[config.mk]
export PLATFORM = sky130hd
export DESIGN_NAME = czono_plus_ctrl
export DESIGN_NICKNAME = d
export VERILOG_FILES = /design/src/rtl/czono_plus_ctrl.sv
export SDC_FILE = /design/constraint.sdc
export NUM_CORES = 1
export LEC_CHECK = 0
export CAP_MARGIN = 10
export CELL_PAD_IN_SITES_DETAIL_PLACEMENT = 0
export CELL_PAD_IN_SITES_GLOBAL_PLACEMENT = 1
export CORE_ASPECT_RATIO = 1.4
export CORE_MARGIN = 2
export CORE_UTILIZATION = 37
export CTS_BUF_LIST = sky130_fd_sc_hd__clkbuf_4 sky130_fd_sc_hd__clkbuf_8
export CTS_CLUSTER_DIAMETER = 60
export DETAILED_ROUTE_END_ITERATION = 10
export GPL_ROUTABILITY_DRIVEN = 0
export PLACE_DENSITY_LB_ADDON = 0.08
export REMOVE_ABC_BUFFERS = 1
export SYNTH_ARGS = -nofsm -noshare
export SYNTH_HDL_FRONTEND = slang
export SYNTH_SLANG_ARGS = --single-unit
[constraint.sdc]
create_clock -name clk_i -period 3.2 [get_ports clk_i]
set_input_delay 0.48 -clock clk_i [delete_from_list [all_inputs] [get_ports clk_i]]
set_output_delay 0.48 -clock clk_i [all_outputs]
set_load 0.02 [all_outputs]
[src/rtl/czono_plus_ctrl.sv]
// Sequencer for the constrained-zonotope Minkowski sum OUT = Z (+) W.
// Checks operand dims, streams center indices through the shared adder, writes sums back.
module czono_plus_ctrl #(
  parameter int NMAX       = 512,
  parameter int NGMAX      = 512,
  parameter int NCMAX      = 512,
  parameter int DATA_WIDTH = 32,
  parameter int ADD_LAT    = 1,
  localparam int NW = $clog2(NMAX + 1),
  localparam int IW = $clog2(NMAX),
  localparam int GW = $clog2(NGMAX + 1),
  localparam int CW = $clog2(NCMAX + 1)
) (
  input  logic                  clk_i,
  input  logic                  rstn_i,
  input  logic                  start_i,
  input  logic                  abort_i,
  input  logic [NW-1:0]         z_n_i,
  input  logic [NW-1:0]         w_n_i,
  input  logic [GW-1:0]         z_ng_i,
  input  logic [GW-1:0]         w_ng_i,
  input  logic [CW-1:0]         z_nc_i,
  input  logic [CW-1:0]         w_nc_i,
  output logic                  rd_vld_o,
  output logic [IW-1:0]         rd_idx_o,
  input  logic [DATA_WIDTH-1:0] sum_i,
  output logic                  wr_en_o,
  output logic [IW-1:0]         wr_addr_o,
  output logic [DATA_WIDTH-1:0] wr_data_o,
  output logic [NW-1:0]         out_n_o,
  output logic [GW:0]           out_ng_o,
  output logic [CW:0]           out_nc_o,
  output logic                  busy_o,
  output logic                  done_o,
  output logic                  err_o,
  output logic [1:0]            err_code_o
);

  typedef enum logic [2:0] {S_IDLE, S_CHECK, S_ISSUE, S_DRAIN, S_DONE, S_ERR} state_e;

  localparam logic [GW:0] NG_LIM = NGMAX[GW:0];
  localparam logic [CW:0] NC_LIM = NCMAX[CW:0];

  state_e          state_q, state_d;
  logic [NW-1:0]   z_n_q, z_n_d, w_n_q, w_n_d;
  logic [GW-1:0]   z_ng_q, z_ng_d, w_ng_q, w_ng_d;
  logic [CW-1:0]   z_nc_q, z_nc_d, w_nc_q, w_nc_d;
  logic [IW-1:0]   idx_q, idx_d;
  logic [NW-1:0]   out_n_q, out_n_d;
  logic [GW:0]     out_ng_q, out_ng_d, ng_sum;
  logic [CW:0]     out_nc_q, out_nc_d, nc_sum;
  logic [1:0]      err_code_q, err_code_d;
  logic            pipe_empty;

  assign ng_sum = {1'b0, z_ng_q} + {1'b0, w_ng_q};
  assign nc_sum = {1'b0, z_nc_q} + {1'b0, w_nc_q};

  always_comb begin
    state_d    = state_q;
    z_n_d      = z_n_q;
    w_n_d      = w_n_q;
    z_ng_d     = z_ng_q;
    w_ng_d     = w_ng_q;
    z_nc_d     = z_nc_q;
    w_nc_d     = w_nc_q;
    idx_d      = idx_q;
    out_n_d    = out_n_q;
    out_ng_d   = out_ng_q;
    out_nc_d   = out_nc_q;
    err_code_d = err_code_q;
    if (abort_i) begin
      state_d = S_IDLE;
    end else begin
      unique case (state_q)
        S_IDLE: if (start_i) begin
          z_n_d   = z_n_i;   w_n_d  = w_n_i;
          z_ng_d  = z_ng_i;  w_ng_d = w_ng_i;
          z_nc_d  = z_nc_i;  w_nc_d = w_nc_i;
          state_d = S_CHECK;
        end
        S_CHECK: begin
          out_ng_d = ng_sum;
          out_nc_d = nc_sum;
          out_n_d  = z_n_q;
          idx_d    = '0;
          // Error priority: n mismatch, then ng overflow, then nc overflow.
          if (z_n_q != w_n_q) begin
            state_d = S_ERR; err_code_d = 2'b01; out_n_d = '0;
          end else if (ng_sum > NG_LIM) begin
            state_d = S_ERR; err_code_d = 2'b10; out_n_d = '0;
          end else if (nc_sum > NC_LIM) begin
            state_d = S_ERR; err_code_d = 2'b11; out_n_d = '0;
          end else if (z_n_q == '0) begin
            state_d = S_DONE;
          end else begin
            state_d = S_ISSUE;
          end
        end
        S_ISSUE: begin
          idx_d = idx_q + 1'b1;
          if (NW'(idx_q) == z_n_q - NW'(1)) state_d = S_DRAIN;
        end
        S_DRAIN: if (pipe_empty) state_d = S_DONE;
        S_DONE:  state_d = S_IDLE;
        S_ERR:   state_d = S_IDLE;
        default: state_d = S_IDLE;
      endcase
    end
  end

  always_ff @(posedge clk_i or negedge rstn_i) begin
    if (!rstn_i) begin
      state_q    <= S_IDLE;
      z_n_q      <= '0;  w_n_q  <= '0;
      z_ng_q     <= '0;  w_ng_q <= '0;
      z_nc_q     <= '0;  w_nc_q <= '0;
      idx_q      <= '0;
      out_n_q    <= '0;
      out_ng_q   <= '0;
      out_nc_q   <= '0;
      err_code_q <= '0;
    end else begin
      state_q    <= state_d;
      z_n_q      <= z_n_d;   w_n_q  <= w_n_d;
      z_ng_q     <= z_ng_d;  w_ng_q <= w_ng_d;
      z_nc_q     <= z_nc_d;  w_nc_q <= w_nc_d;
      idx_q      <= idx_d;
      out_n_q    <= out_n_d;
      out_ng_q   <= out_ng_d;
      out_nc_q   <= out_nc_d;
      err_code_q <= err_code_d;
    end
  end

  assign rd_vld_o   = (state_q == S_ISSUE);
  assign rd_idx_o   = idx_q;
  assign busy_o     = (state_q != S_IDLE);
  assign done_o     = (state_q == S_DONE);
  assign err_o      = (state_q == S_ERR);
  assign err_code_o = err_o ? err_code_q : 2'b00;
  assign out_n_o    = out_n_q;
  assign out_ng_o   = out_ng_q;
  assign out_nc_o   = out_nc_q;
  assign wr_data_o  = sum_i;

  // Write pipe mirrors the adder latency so wr_addr lines up with sum_i.
  if (ADD_LAT > 0) begin : g_pipe
    logic [ADD_LAT-1:0]         vld_pipe_q;
    logic [ADD_LAT-1:0][IW-1:0] idx_pipe_q;
    always_ff @(posedge clk_i or negedge rstn_i) begin
      if (!rstn_i) begin
        vld_pipe_q <= '0;
        idx_pipe_q <= '0;
      end else begin
        vld_pipe_q[0] <= rd_vld_o & ~abort_i;
        idx_pipe_q[0] <= rd_idx_o;
        for (int s = 1; s < ADD_LAT; s++) begin
          vld_pipe_q[s] <= vld_pipe_q[s-1] & ~abort_i;
          idx_pipe_q[s] <= idx_pipe_q[s-1];
        end
      end
    end
    assign wr_en_o    = vld_pipe_q[ADD_LAT-1];
    assign wr_addr_o  = idx_pipe_q[ADD_LAT-1];
    assign pipe_empty = ~|vld_pipe_q;
  end else begin : g_nopipe
    assign wr_en_o    = rd_vld_o;
    assign wr_addr_o  = rd_idx_o;
    assign pipe_empty = 1'b1;
  end

endmodule

Yosys cells after proc, flatten, opt, wreduce, memory -nomap -nowiden

Cells that the tools add are included.

Register bits: 116
Output and inout port bits: 89
Word-level logic and storage cells: 59

Add/sub/neg operators: 4
$lt $le $gt $ge: 2
Equality and inequality tests: 10
Multiplexer cells: 17
Bitwise operators: 2
Reduce and logical (&&, ||, !) cells: 10

Operators with widths:

| cell                  | number |
|---|---|
| $mux 10               | 3 |
| $mux 3                | 8 |
| $add 10x10->11        | 2 |
| $gt 11x10->1 const B  | 2 |
| $pmux 9 s2            | 1 |
| $pmux 3 s4            | 1 |
| $eq 9x10->1           | 1 |
| $logic_not 10->1      | 1 |
| $ne 10x10->1          | 1 |
| $sub 10x1->10 const B | 1 |
| $add 9x1->9 const B   | 1 |
| $reduce_and 3->1      | 3 |
| $mux 2                | 4 |
| $eq 3x2->1 const B    | 2 |
| $eq 3x3->1 const B    | 2 |
| $ne 3x3->1 const B    | 2 |
| $reduce_bool 3->1     | 2 |
| $reduce_and 2->1      | 2 |
| $eq 3x1->1 const B    | 1 |
| $logic_not 3->1       | 1 |
| $ne 3x2->1 const B    | 1 |
| $reduce_bool 2->1     | 1 |
| $and 1x1->1           | 1 |
| $not 1->1             | 1 |

Logic depth before layout (Yosys ltp)

Depth in word-level cells: 7
Mapped depth: 11

Worst setup path before layout

OpenSTA, ideal clock, no wires.

Path kind: register to register
Start point: register z_ng_q[0]
End point: register state_q[2]
Library setup time: 126 ps
Data arrival time: 2625 ps
Required time: 3074 ps
Path slack: 449 ps
Stages on the path, launching flop included: 11
Path buffers: 0
Cell sequence: dfrtp_1 ha_1 fa_1 a211oi_2 o31ai_2 or4_1 nand3_1 and4bb_1 a32o_2 nand3_2 o311a_1

Longest elaborated chain between the ends: 6

RTL lines:

| what                   | RTL line | text |
|---|---|---|
| from (decl)            | 46       | `logic [GW-1:0] z_ng_q, z_ng_d, w_ng_q, w_ng_d;` |
| from (signal assigned) | 125      | `z_ng_q <= z_ng_d; w_ng_q <= w_ng_d;` |
| $add 10x10->11         | 55       | `assign ng_sum = {1'b0, z_ng_q} + {1'b0, w_ng_q};` |
| $gt 11x10->1           | 89       | `end else if (ng_sum > NG_LIM) begin` |
| $mux 3                 | 89       |  |
| $mux 3                 | 87       | `if (z_n_q != w_n_q) begin` |
| $pmux 3 s4             | 74       | `unique case (state_q)` |
| $mux 3                 | 71       | `if (abort_i) begin` |
| to (signal assigned)   | 123      | `state_q <= state_d;` |
| to (decl)              | 44       | `state_e state_q, state_d;` |

Every way passes these cells.
A chain may end at the register's enable or synchronous reset.

Final worst setup path

Same ends and word-level chain as after synthesis.

==> reports/metrics.yaml <==
status: "complete, no violations"
regToRegSetupSlack_ns: 0.21
synth_edf_count: 0
via_count: 4234
final_common_cell: "clkdlybuf4s50_1"
endpoint_kind: "flop"
dpl_cell_area_um2: 7090
portBuffers: 120
yosysTopAreaCell: "dfrtp_1"
fin_setup_tns_ns: 0
fmax_mhz: 334
grt_pass1_wl_mm: 24.0
syn_area_um2: 5900
viasPerCell: 5.04
hold_class: "reg2reg"
dp_cells: 807
pin_count: 185
switchingPower_mw: 2.71
worst_slew_margin_rel_pct: 51.7
setup_ws_ns: 0.209
p_int_mw: 4.29
worstReg2RegEnd: "state_q[2]$_DFFE_PN0P_"
cts_setup_buffers: 0
whs_path_depth: 2
cts_root_buffer: "clkbuf_8"
final_util_pct: 48.5
cp.required_ns: 3.51
syn_avg_cell_area_um2: 11.0
hold_end: "out_nc_o[0]$_DFFE_PN0P_"
async_reset_ff_share_pct: 100
hold_slack_ns: 0.477
dr.pass1.iters: 4
clock_path_buffers: 2
grt_overflow_total: 0
antenna_found_initial: 0
htreeDepth: 4
powerDensity_nw_per_um2: 925
worst_pin_slew_ns: 0.724
syn_inst: 538
grt_max_degree: 55
slew_viol_final: 0
drc: 0
cap_violations: 0
rsz0062_at_grt: "no"
layout_common_cells: "clkdlybuf4s50_1 (119), dfrtp_1 (116), nand2_1 (66)"
worstSetupStartpointType: "flop"
routedWlPerCell_um: 17.8
first_iter_violations: 96
synthTopCellsByArea: "dfrtp_1 (49%), mux2_2 (11%), ha_1 (4.7%)"
fp.coreArea_um2: 15600
place_ws_ns: 0.223
die_h_um: 153
power_frac_seq_pct: 33.7
wirelength_mm: 15.0
peakVddDrop_mv: 0.458
path_max_fanout: 4
floorplan.initialDensity_pct: 37.8
path_clk_slew_ns: 0.08
cts_tree: "done"
worstSkewPairLatency_ns: 0.44
reg2reg_depth: 10
ys_ff_latch: 116
synth_top_area_share_pct: 49.2
cts.sink_count: 116
fp.dieArea_um2: 17000
stdcell_area_um2: 7570
power_mw: 7.00
synthFlopType: "dfrtp_1"
antennaDiodeCount: 0
hpwlAfterDp_mm: 11.3
skew_ns: 0.0191
sw_frac_of_total_pct: 38.7
grtUsageTotal_pct: 18.2
cp.arrival_ns: 3.30
period_share_pct: 93.5
final_nets: 751
p_leak_nw: 3.21
yosysWarnings: 0
cts_made_buffers: 17
instances_no_fill: 840
area_growth_pct: 28.3
setup_viol: 0
hold_viol_final: 0
crit_type: "reg2reg"
ys_types: 55
combPwrFrac_pct: 45.3
nFillCells: 1489
grt_pass1_vias: 4545
power_frac_clock_pct: 21.0
fp.dieW_um: 111
hp-start: "out_nc_o[0]$_DFFE_PN0P_"
yosysSeqAreaShare_pct: 49.2
reg2reg_from: "z_ng_q[0]$_DFFE_PN0P_"
ant_nets: 0
row_count: 54
period_needed_ns: 2.99
drive_above_1_share_pct: 18.0
## synthesized netlist by cell type (10+ instances only)
cell and count:
dfrtp_1 116, nand2_1 66, mux2_2 60, buf_4 32, nor2_1 29, o21ai_0 25, xor2_1 23, ha_1 22
a21oi_1 18, xnor2_1 17, clkbuf_1 12, nand3_1 10
## state kept, by name, indices dropped and copies added, names as in the netlist
name and cells:
err_code_q 2, out_n_o 10, out_nc_o 11, out_ng_o 11
rd_idx_o 9, state_q 3, w_n_q 10, w_nc_q 10
w_ng_q 10, wr_addr_o 9, wr_en_o 1, z_n_q 10
z_nc_q 10, z_ng_q 10
## how the worst max path moves through the flow
stage | cells after the start | from | endpoint
final | 10 | z_ng_q[0]$_DFFE_PN0P_ | state_q[2]$_DFFE_PN0P_
after CTS | 10 | z_ng_q[0]$_DFFE_PN0P_ | state_q[2]$_DFFE_PN0P_
after floorplan | 10 | z_ng_q[0]$_DFFE_PN0P_ | state_q[2]$_DFFE_PN0P_
after global placement | 10 | z_ng_q[0]$_DFFE_PN0P_ | state_q[2]$_DFFE_PN0P_
after global routing | 10 | z_ng_q[0]$_DFFE_PN0P_ | state_q[2]$_DFFE_PN0P_
after detailed placement | 10 | z_ng_q[0]$_DFFE_PN0P_ | state_q[2]$_DFFE_PN0P_
## layout make-up
class,count,area [um^2],area share [%]
tap,196,245,3.24
inverter,7,26.3,0.347
multi-input combinational,361,2670,35.2
sequential,116,2900,38.4
clock inverter,13,174,2.30
clock buffer,19,262,3.46
timing repair buffer,128,1290,17.0
## metal layers
| layer | up-vias | track usage [%] | routed length [um] |
|---|---|---|---|
| met4 | 2 | 5.83 | 232 |
| met3 | 18 | 7.30 | 1040 |
| met5 | - | 2.61 | 39 |
| met1 | 2050 | 21.4 | 6230 |
| met2 | 131 | 30.3 | 7420 |
| li1 | 2033 | - | - |
## power groups by stage
stage               registers, mW  logic, mW  clock network, mW
floorplan                    2.41       2.08                  0
global placement             2.38       3.08                  0
detailed placement           2.39       3.12                  0
CTS                          2.37       3.14               1.51
global route                 2.44       3.55               1.59
finish                       2.36       3.17               1.47
## cell families after synthesis
group	Yosys count	share of synthesized area, %
mux	60	11.5
simple gates	152	12.4
buf+inv	61	6.09
xor+xnor	40	5.94
fa+ha+maj	24	5.35
flops	116	49.2
compound gates	85	9.57
## worst max-delay path, cell delays in order (launching register included)
cell and delay [ns]:
dfrtp_1 0.39, ha_1 0.23, fa_2 0.38, a211oi_4 0.32
o31ai_4 0.13, or4_1 0.40, nand3_1 0.11, and4bb_1 0.20
a32o_2 0.21, nand3_2 0.12, o311a_1 0.36
## what timing repair did
item                                    in CTS  in global routing
endpoints found under the hold margin       15                  0
hold buffers                                 1                  0
gates resized for setup                      0                  6
endpoints found under the setup margin       0                 11
Note: power is estimated with default switching activity, not from simulation.
